--- config.mk ---
export PLATFORM = sky130hd
export DESIGN_NAME = game_txt_seq
export DESIGN_NICKNAME = d
export VERILOG_FILES = /design/src/rtl/vga_pkg.sv /design/src/rtl/game_txt_seq_tick.sv /design/src/rtl/game_txt_seq.sv
export SDC_FILE = /design/constraint.sdc
export NUM_CORES = 1
export LEC_CHECK = 0
export CAP_MARGIN = 30
export CORE_ASPECT_RATIO = 0.75
export CORE_MARGIN = 2
export CORE_UTILIZATION = 36
export CTS_CLUSTER_DIAMETER = 40
export DETAILED_ROUTE_END_ITERATION = 12
export PLACE_DENSITY = 0.74
export SETUP_SLACK_MARGIN = 0.05
export SLEW_MARGIN = 40
export SYNTH_ARGS = -nofsm -noshare
export SYNTH_HDL_FRONTEND = slang
export SYNTH_SLANG_ARGS = --single-unit
--- constraint.sdc ---
create_clock -name clk -period 1.8 [get_ports clk]
set_input_delay 0.18 -clock clk [delete_from_list [all_inputs] [get_ports clk]]
set_output_delay 0.18 -clock clk [all_outputs]
set_load 0.01 [all_outputs]
--- src/rtl/vga_pkg.sv ---
// Shared VGA/text-layer constants and types used by the text sequencer.
package vga_pkg;

    // Blank character code emitted for hidden or out-of-range cells.
    localparam logic [6:0] SPACE = 7'h20;

    // Characters per text page (16 cols x 4 rows).
    localparam int unsigned TXT_CHARS = 64;

    typedef enum logic {
        S_REVEAL = 1'b0,
        S_FULL   = 1'b1
    } txt_seq_state_t;

endpackage

--- src/rtl/game_txt_seq_tick.sv ---
// game_txt_tick: prescaler for the typewriter reveal, one-cycle tick every DIV clocks.
// Only instantiated when GAME_TXT_REVEAL_EN is defined.
module game_txt_tick #(
    parameter int unsigned DIV = 2_000_000
) (
    input  logic clk,
    input  logic rst,
    input  logic clr,
    output logic tick
);

    localparam int unsigned CW = (DIV > 1) ? $clog2(DIV) : 1;

    logic [CW-1:0] cnt_q;
    logic [CW-1:0] cnt_d;

    assign tick = (cnt_q == CW'(DIV - 1));

    // Next count: wrap after DIV cycles, restart from zero on clr.
    always_comb begin
        cnt_d = cnt_q + CW'(1);
        if (clr || tick) begin
            cnt_d = '0;
        end
    end

    // Prescaler register.
    always_ff @(posedge clk or posedge rst) begin
        if (rst) begin
            cnt_q <= '0;
        end else begin
            cnt_q <= cnt_d;
        end
    end

endmodule

--- src/rtl/game_txt_seq.sv ---
// game_txt_seq: text-page sequencer between the char-position generator and the
// char renderer. Latches page requests, applies them at frame start, and masks
// not-yet-revealed characters. Typewriter reveal is enabled by GAME_TXT_REVEAL_EN;
// without it every applied page is shown in full.
module game_txt_seq
    import vga_pkg::*;
#(
    parameter int unsigned NPAGES   = 4,
    parameter int unsigned CHARS    = TXT_CHARS,
    parameter int unsigned TICK_DIV = 2_000_000
) (
    input  logic                      clk,
    input  logic                      rst,
    input  logic                      frame_start,
    input  logic                      next_pg,
    input  logic                      prev_pg,
    input  logic                      restart,
    input  logic [7:0]                char_xy,
    input  logic [NPAGES*7-1:0]       rom_code,
    output logic [6:0]                char_code,
    output logic [$clog2(NPAGES)-1:0] page_sel,
    output logic                      reveal_done
);

    localparam int unsigned PW = $clog2(NPAGES);
    localparam int unsigned CW = $clog2(CHARS + 1);
    localparam int unsigned MW = (CW > 8) ? CW : 8;

    if (NPAGES < 2) begin : g_chk_npages
        $error("game_txt_seq: NPAGES must be >= 2");
    end
    if (TICK_DIV < 1) begin : g_chk_div
        $error("game_txt_seq: TICK_DIV must be >= 1");
    end

    txt_seq_state_t state_q;
    logic [CW-1:0]  reveal_cnt_q;
    logic           reveal_done_q;
    logic [PW-1:0]  page_sel_q;
    logic [PW-1:0]  pend_pg_q;
    logic [PW-1:0]  pend_pg_d;
    logic [PW-1:0]  pend_base;
    logic           pend_valid_q;
    logic           pend_valid_d;
    logic           apply;
    logic [7:0]     xy_d1_q;
    logic [6:0]     char_code_q;
    logic [6:0]     sel_code;

`ifdef GAME_TXT_REVEAL_EN
    logic tick;

    game_txt_tick #(
        .DIV (TICK_DIV)
    ) u_tick (
        .clk  (clk),
        .rst  (rst),
        .clr  (apply),
        .tick (tick)
    );
`endif

    // Request accumulation; a request in the frame_start cycle joins the apply.
    always_comb begin
        pend_base = pend_valid_q ? pend_pg_q : page_sel_q;
        pend_pg_d = pend_base;
        if (next_pg && !prev_pg) begin
            pend_pg_d = (pend_base == PW'(NPAGES - 1)) ? '0 : pend_base + PW'(1);
        end else if (prev_pg && !next_pg) begin
            pend_pg_d = (pend_base == '0) ? PW'(NPAGES - 1) : pend_base - PW'(1);
        end
        pend_valid_d = pend_valid_q | (next_pg ^ prev_pg) | restart;
        apply        = frame_start & pend_valid_d;
    end

    // Pending-request latch, cleared when the request is applied.
    always_ff @(posedge clk or posedge rst) begin
        if (rst) begin
            pend_pg_q    <= '0;
            pend_valid_q <= 1'b0;
        end else begin
            pend_pg_q    <= pend_pg_d;
            pend_valid_q <= apply ? 1'b0 : pend_valid_d;
        end
    end

    // Page apply, reveal FSM and saturating reveal counter.
    always_ff @(posedge clk or posedge rst) begin
        if (rst) begin
            state_q       <= S_REVEAL;
            reveal_cnt_q  <= '0;
            reveal_done_q <= 1'b0;
            page_sel_q    <= '0;
        end else if (apply) begin
            page_sel_q <= pend_pg_d;
`ifdef GAME_TXT_REVEAL_EN
            state_q       <= S_REVEAL;
            reveal_cnt_q  <= '0;
            reveal_done_q <= 1'b0;
`else
            state_q       <= S_FULL;
            reveal_cnt_q  <= CW'(CHARS);
            reveal_done_q <= 1'b1;
`endif
        end else begin
            case (state_q)
                S_REVEAL: begin
`ifdef GAME_TXT_REVEAL_EN
                    if (tick) begin
                        reveal_cnt_q <= reveal_cnt_q + CW'(1);
                        if (reveal_cnt_q == CW'(CHARS - 1)) begin
                            state_q       <= S_FULL;
                            reveal_done_q <= 1'b1;
                        end
                    end
`else
                    state_q       <= S_FULL;
                    reveal_cnt_q  <= CW'(CHARS);
                    reveal_done_q <= 1'b1;
`endif
                end
                default: ; // S_FULL: frozen until the next apply
            endcase
        end
    end

    // Select the active page's ROM output.
    always_comb begin
        sel_code = '0;
        for (int unsigned p = 0; p < NPAGES; p++) begin
            if (page_sel_q == PW'(p)) begin
                sel_code = rom_code[7*p +: 7];
            end
        end
    end

    // Two-stage pipeline: align char_xy with ROM latency, then mask and register.
    always_ff @(posedge clk or posedge rst) begin
        if (rst) begin
            xy_d1_q     <= '0;
            char_code_q <= SPACE;
        end else begin
            xy_d1_q     <= char_xy;
            char_code_q <= (MW'(xy_d1_q) < MW'(reveal_cnt_q)) ? sel_code : SPACE;
        end
    end

    assign char_code   = char_code_q;
    assign page_sel    = page_sel_q;
    assign reveal_done = reveal_done_q;

endmodule

# Yosys cells after proc, flatten, opt, wreduce, memory -nomap -nowiden
# Cells that the tools add are included.
totals:
  in_bits: 42
  out_inout_bits: 10
  elab_cells: 41
  reg_bits: 29
classes:
  muxes: 15
  n_addsub: 2
  n_eq_ne: 5
  n_bitwise: 4
  n_reduce_logical: 6
  n_lt_le_gt_ge: 1
ops:
  columns: ["operator", "count"]
  rows:
  - ["7-bit two-way mux", 7]
  - ["2-bit two-way mux", 5]
  - ["8-bit by 7-bit < comparator with 1-bit output", 1]
  - ["2-bit equality test, second input constant", 3]
  - ["2-bit zero test", 2]
  - ["1-bit two-way mux", 3]
  - ["2-bit by 1-bit adder with 2-bit output, second input constant", 1]
  - ["2-bit by 1-bit equality test with 1-bit output, second input constant", 1]
  - ["1-bit logical AND", 2]
  - ["1-bit zero test", 2]
  - ["2-bit by 1-bit inequality test with 1-bit output, second input constant", 1]
  - ["1-bit bitwise OR", 2]
  - ["2-bit by 1-bit subtractor with 2-bit output, second input constant", 1]
  - ["1-bit bitwise AND", 1]
  - ["1-bit bitwise XOR", 1]

# Longest topological paths before layout
depth:
  ltp_word: 6
  depth_mapped: 6
  mapped_depth_nobuf: 6

# Least setup slack after synthesis
# No wires, ideal clock.
synth_path:
  kind: "register to register"
  start: "reg page_sel_q[0] (netlist: page_sel[0])"
  end: "reg char_code_q[0] (netlist: char_code[0])"
  setup_slack_ns: 0.364
  arrival_time_ns: 1.316
  t_required_ns: 1.680
  synth_period_minus_slack_ns: 1.436
  n_path_buf: 1
  stages_incl_launch_ff: 4
  setup_ns: 0.120
  cell_sequence: "dfrtp_1 -> buf_4 -> mux4_2 -> and3_1"
synth_via:
  elab_chain_cells: 6
  elab_cells_between_ends: 9
  cone_classes: "eq/ne: 3; mux: 5; reduce/logical: 1"
synth_rtl:
  columns: ["element", "line_no", "text"]
  rows:
  - ["from (decl)", "game_txt_seq.sv:39", "logic [PW-1:0] page_sel_q;"]
  - ["from (signal assigned)", "game_txt_seq.sv:95", "page_sel_q <= pend_pg_d;"]
  - ["2-bit zero test", "game_txt_seq.sv:131", "if (page_sel_q == PW'(p)) begin"]
  - ["7-bit two-way mux (3 in a row)", "game_txt_seq.sv:131", null]
  - ["7-bit two-way mux *", "game_txt_seq.sv:131", null]
  - ["7-bit two-way mux *", "game_txt_seq.sv:144", "char_code_q <= (MW'(xy_d1_q) < MW'(reveal_cnt_q)) ? sel_code : SPACE;"]
  - ["to (signal assigned)", "game_txt_seq.sv:144", null]
  - ["to (decl)", "game_txt_seq.sv:47", "logic [6:0] char_code_q;"]
# Mark *: on every way between the ends. The rest lies on a longest branch, timed or not.
# A chain may end at the register's enable or synchronous reset.

# Final worst setup path
layout_path:
  start: "in next_pg"
  end: "reg page_sel_q[0] (netlist: page_sel[0])"
layout_via:
  elab_chain_cells: 4
  elab_cells_between_ends: 9
  cone_classes: "mux: 2; bitwise: 4; reduce/logical: 3"
layout_rtl:
  columns: ["element", "line_no", "text"]
  rows:
  - ["from (decl)", "game_txt_seq.sv:15", "input logic next_pg,"]
  - ["1-bit bitwise XOR or 1-bit zero test (tied branches)", "game_txt_seq.sv:72, game_txt_seq.sv:69", null]
  - ["1-bit bitwise OR or 1-bit logical AND (tied branches)", "game_txt_seq.sv:72, game_txt_seq.sv:69", null]
  - ["1-bit bitwise OR or 2-bit two-way mux (tied branches)", "game_txt_seq.sv:72, game_txt_seq.sv:69", null]
  - ["1-bit bitwise AND or 2-bit two-way mux (tied branches)", "game_txt_seq.sv:73, game_txt_seq.sv:67", null]
# Parallel ways exist; a longest one is shown, timed or not.

==> metrics <==
status finished, final reports clean; Data arrival, critical path about 1800 ps; die height 46.1 um; number of remaining DRC errors 0; gr usage total around 15%; Clock Sinks 16; Die ar. 2770 um2; Final Non-Filler Cells roughly 140; commonest non-fill, non-tap cell in the layout clkdlybuf4s50_1; grt met2 use a little over a quarter; DP HPWL approximately 1600 um; I/O Buffers between 40 and 50; antenna viol nets, final 0; met1 usage between 15 and 20%; max-slew violation count 0; CTS resizes 0; Pleak just under 0.6 nW; Antenna diodes 0; Inst Count DP 140; dpl cell area approximately 1300 um2; overall power 1.41 mW; clk root buf clkbuf_4; most frequent cells in the layout clkdlybuf4s50_1, dfrtp_1, mux4_2; Most Crowded Layer GR met2; core area between 2000 and 2500 um2; simple-gate share of the synthesized area approximately an eighth; layout net count ~160; Rows 15; worst reg-to-reg path cell count 4; multiplexer share of the synthesized area around a quarter; First-pass DRT Iterations 2; top_reg_cell synth dfrtp_1; I/O Pins 52; Longest Clk Path Bufs 2; total of max-cap violations 0; Fin. Hold Viols 0; post-synthesis xor/xnor area fraction under 10%; gr ovfl total 0; clock-pin slew on the worst setup and hold paths roughly 90 ps; routed via count 674; 1st-iter DRT viols 1; GPL Wtd Cong approximately 0.72; final hold slack 265 ps; Mapped Cells 63; Synth cell types 28; Critical Path End Type flop; number of H-tree levels 1; clk_lat worst skew roughly 280 ps; Post-synth EDFFs 0; fmax between 0.6 and 0.7 GHz; Die X 60.1 um; Adder-Cell Fraction of Synth Area between 2 and 3%; Routed WL between 1500 and 2000 um; mapped cell area between 800 and 900 um2; clk_skew between 3 and 4 ps; Initial Util around 37%; pwr/cell area between 1000 and 1500 nW/um2; vias in the first global route 642; fin crit period between 1500 and 2000 ps; share of layout cells above drive strength 1 between 15 and 20%; Worst Path Max Fanout 4; Async SR Flop Fraction between 90% and 100%; cts hold-fix bufs 0; post-synthesis compound-gate area fraction ~3.4%; VDD IR max about 480 uV; required time of the critical path ~2000 ps; syn nets ~110; CTS tree built; CTS Buf Count 3; first-pass GRT wire length approximately 2900 um; Tcrit/Tclk final between 80 and 90%; DR vias/cell roughly 4.7; RSZ-0062 raised after global routing no; post-CTS setup buffer count 0; met3 usage around 6%; Synth Register Bits 16; synthesis-to-finish area growth 62.2%; worst-margin pin slew between 600 and 700 ps; element type at the critical path start input pin; setup violators final 0; Avg WL per Cell 13.5 um; design area 1380 um2; post-synthesis sequential area ratio between 40% and 50%; Yosys warning total 0; largest net degree at the start of global routing 17; HP Class in2async; syn_area_per_cell 13.5 um2; largest family of logic cells by synthesized area multiplexers; Crit Path Class in2reg; Max transition margin 59.8%; initial antenna violation count 0
## kinds of logic after synthesis
family | Yosys count
buf+inv | 7
simple gates | 18
xor+xnor | 2
fa+ha+maj | 2
mux | 12
flops | 16
compound gates | 5
other cells | 1
## sequential cells by signal (all words and copies together) (netlist names)
register	flops
char_code	7
reveal_cnt_q	1
pend_pg_q	2
state_q	1
page_sel	2
pend_valid_q	1
xy_d1_q	2
## cell usage after synthesis (all sizes together), types with 2 or more instances
cell type / instances / share of area (%)
xor2: 2 / 2.1
ha: 2 / 2.9
mux2: 2 / 3.1
nor2: 3 / 1.3
nor3b: 2 / 1.8
inv: 4 / 1.8
buf: 2 / 2.2
dfrtp: 15 / 44
and3: 6 / 4.4
mux4: 7 / 19
a21oi: 2 / 1.2
mux2i: 3 / 5.0
## power breakdown
part | switching, mW | total, mW | leakage [nW] | internal, mW
Clock | 0.105 | 0.228 | 0.0210 | 0.123
Combinational | 0.206 | 0.635 | 0.371 | 0.429
Sequential | 0.103 | 0.546 | 0.191 | 0.443
Total | 0.415 | 1.41 | 0.583 | 0.994
## routing by layer
metal  vias to the layer above  part of all wire (%)
li1                        321                     -
met1                       322                    39
met2                        29                    51
met3                         2                   8.8
met4                         0                  0.98
met5                         -                     0
## worst max-delay path, stage by stage
cell	delay (ps)
clkdlybuf4s50_1	490
inv_1	50
ha_1	280
nor3b_1	150
nor2b_1	240
mux2_2	370
## per-stage QoR
stage	TNS, ps	utilization (%)	setup WS (ps)
floorplan	0	-	364
global placement	-69.7	59.1	-57.7
detailed placement	-151	59.1	-101
CTS	0	60.7	55.2
global route	0	60.8	103
finish	0	60.8	202
## final timing paths
path	startpoint	to	slack, ps
max in group asynchronous	rst	page_sel[0]	1110
min in group clk	char_xy[6]	xy_d1_q[6]	330
hold reg to reg	state_q	reveal_cnt_q[6]	540
setup / recovery	next_pg	page_sel[0]	200
setup reg to reg	pend_valid_q	page_sel[1]	310
hold / removal	rst	char_code[3]	260
## final cells by class
type,count,area [um2]
fillers,197,891
repair buffers,46,470
multi-input cells,40,412
flip-flops and latches,16,404
well taps,34,42.5
clock buffers,4,36.3
inverters,4,15.0
No activity file was read; power rests on OpenSTA's default activity.
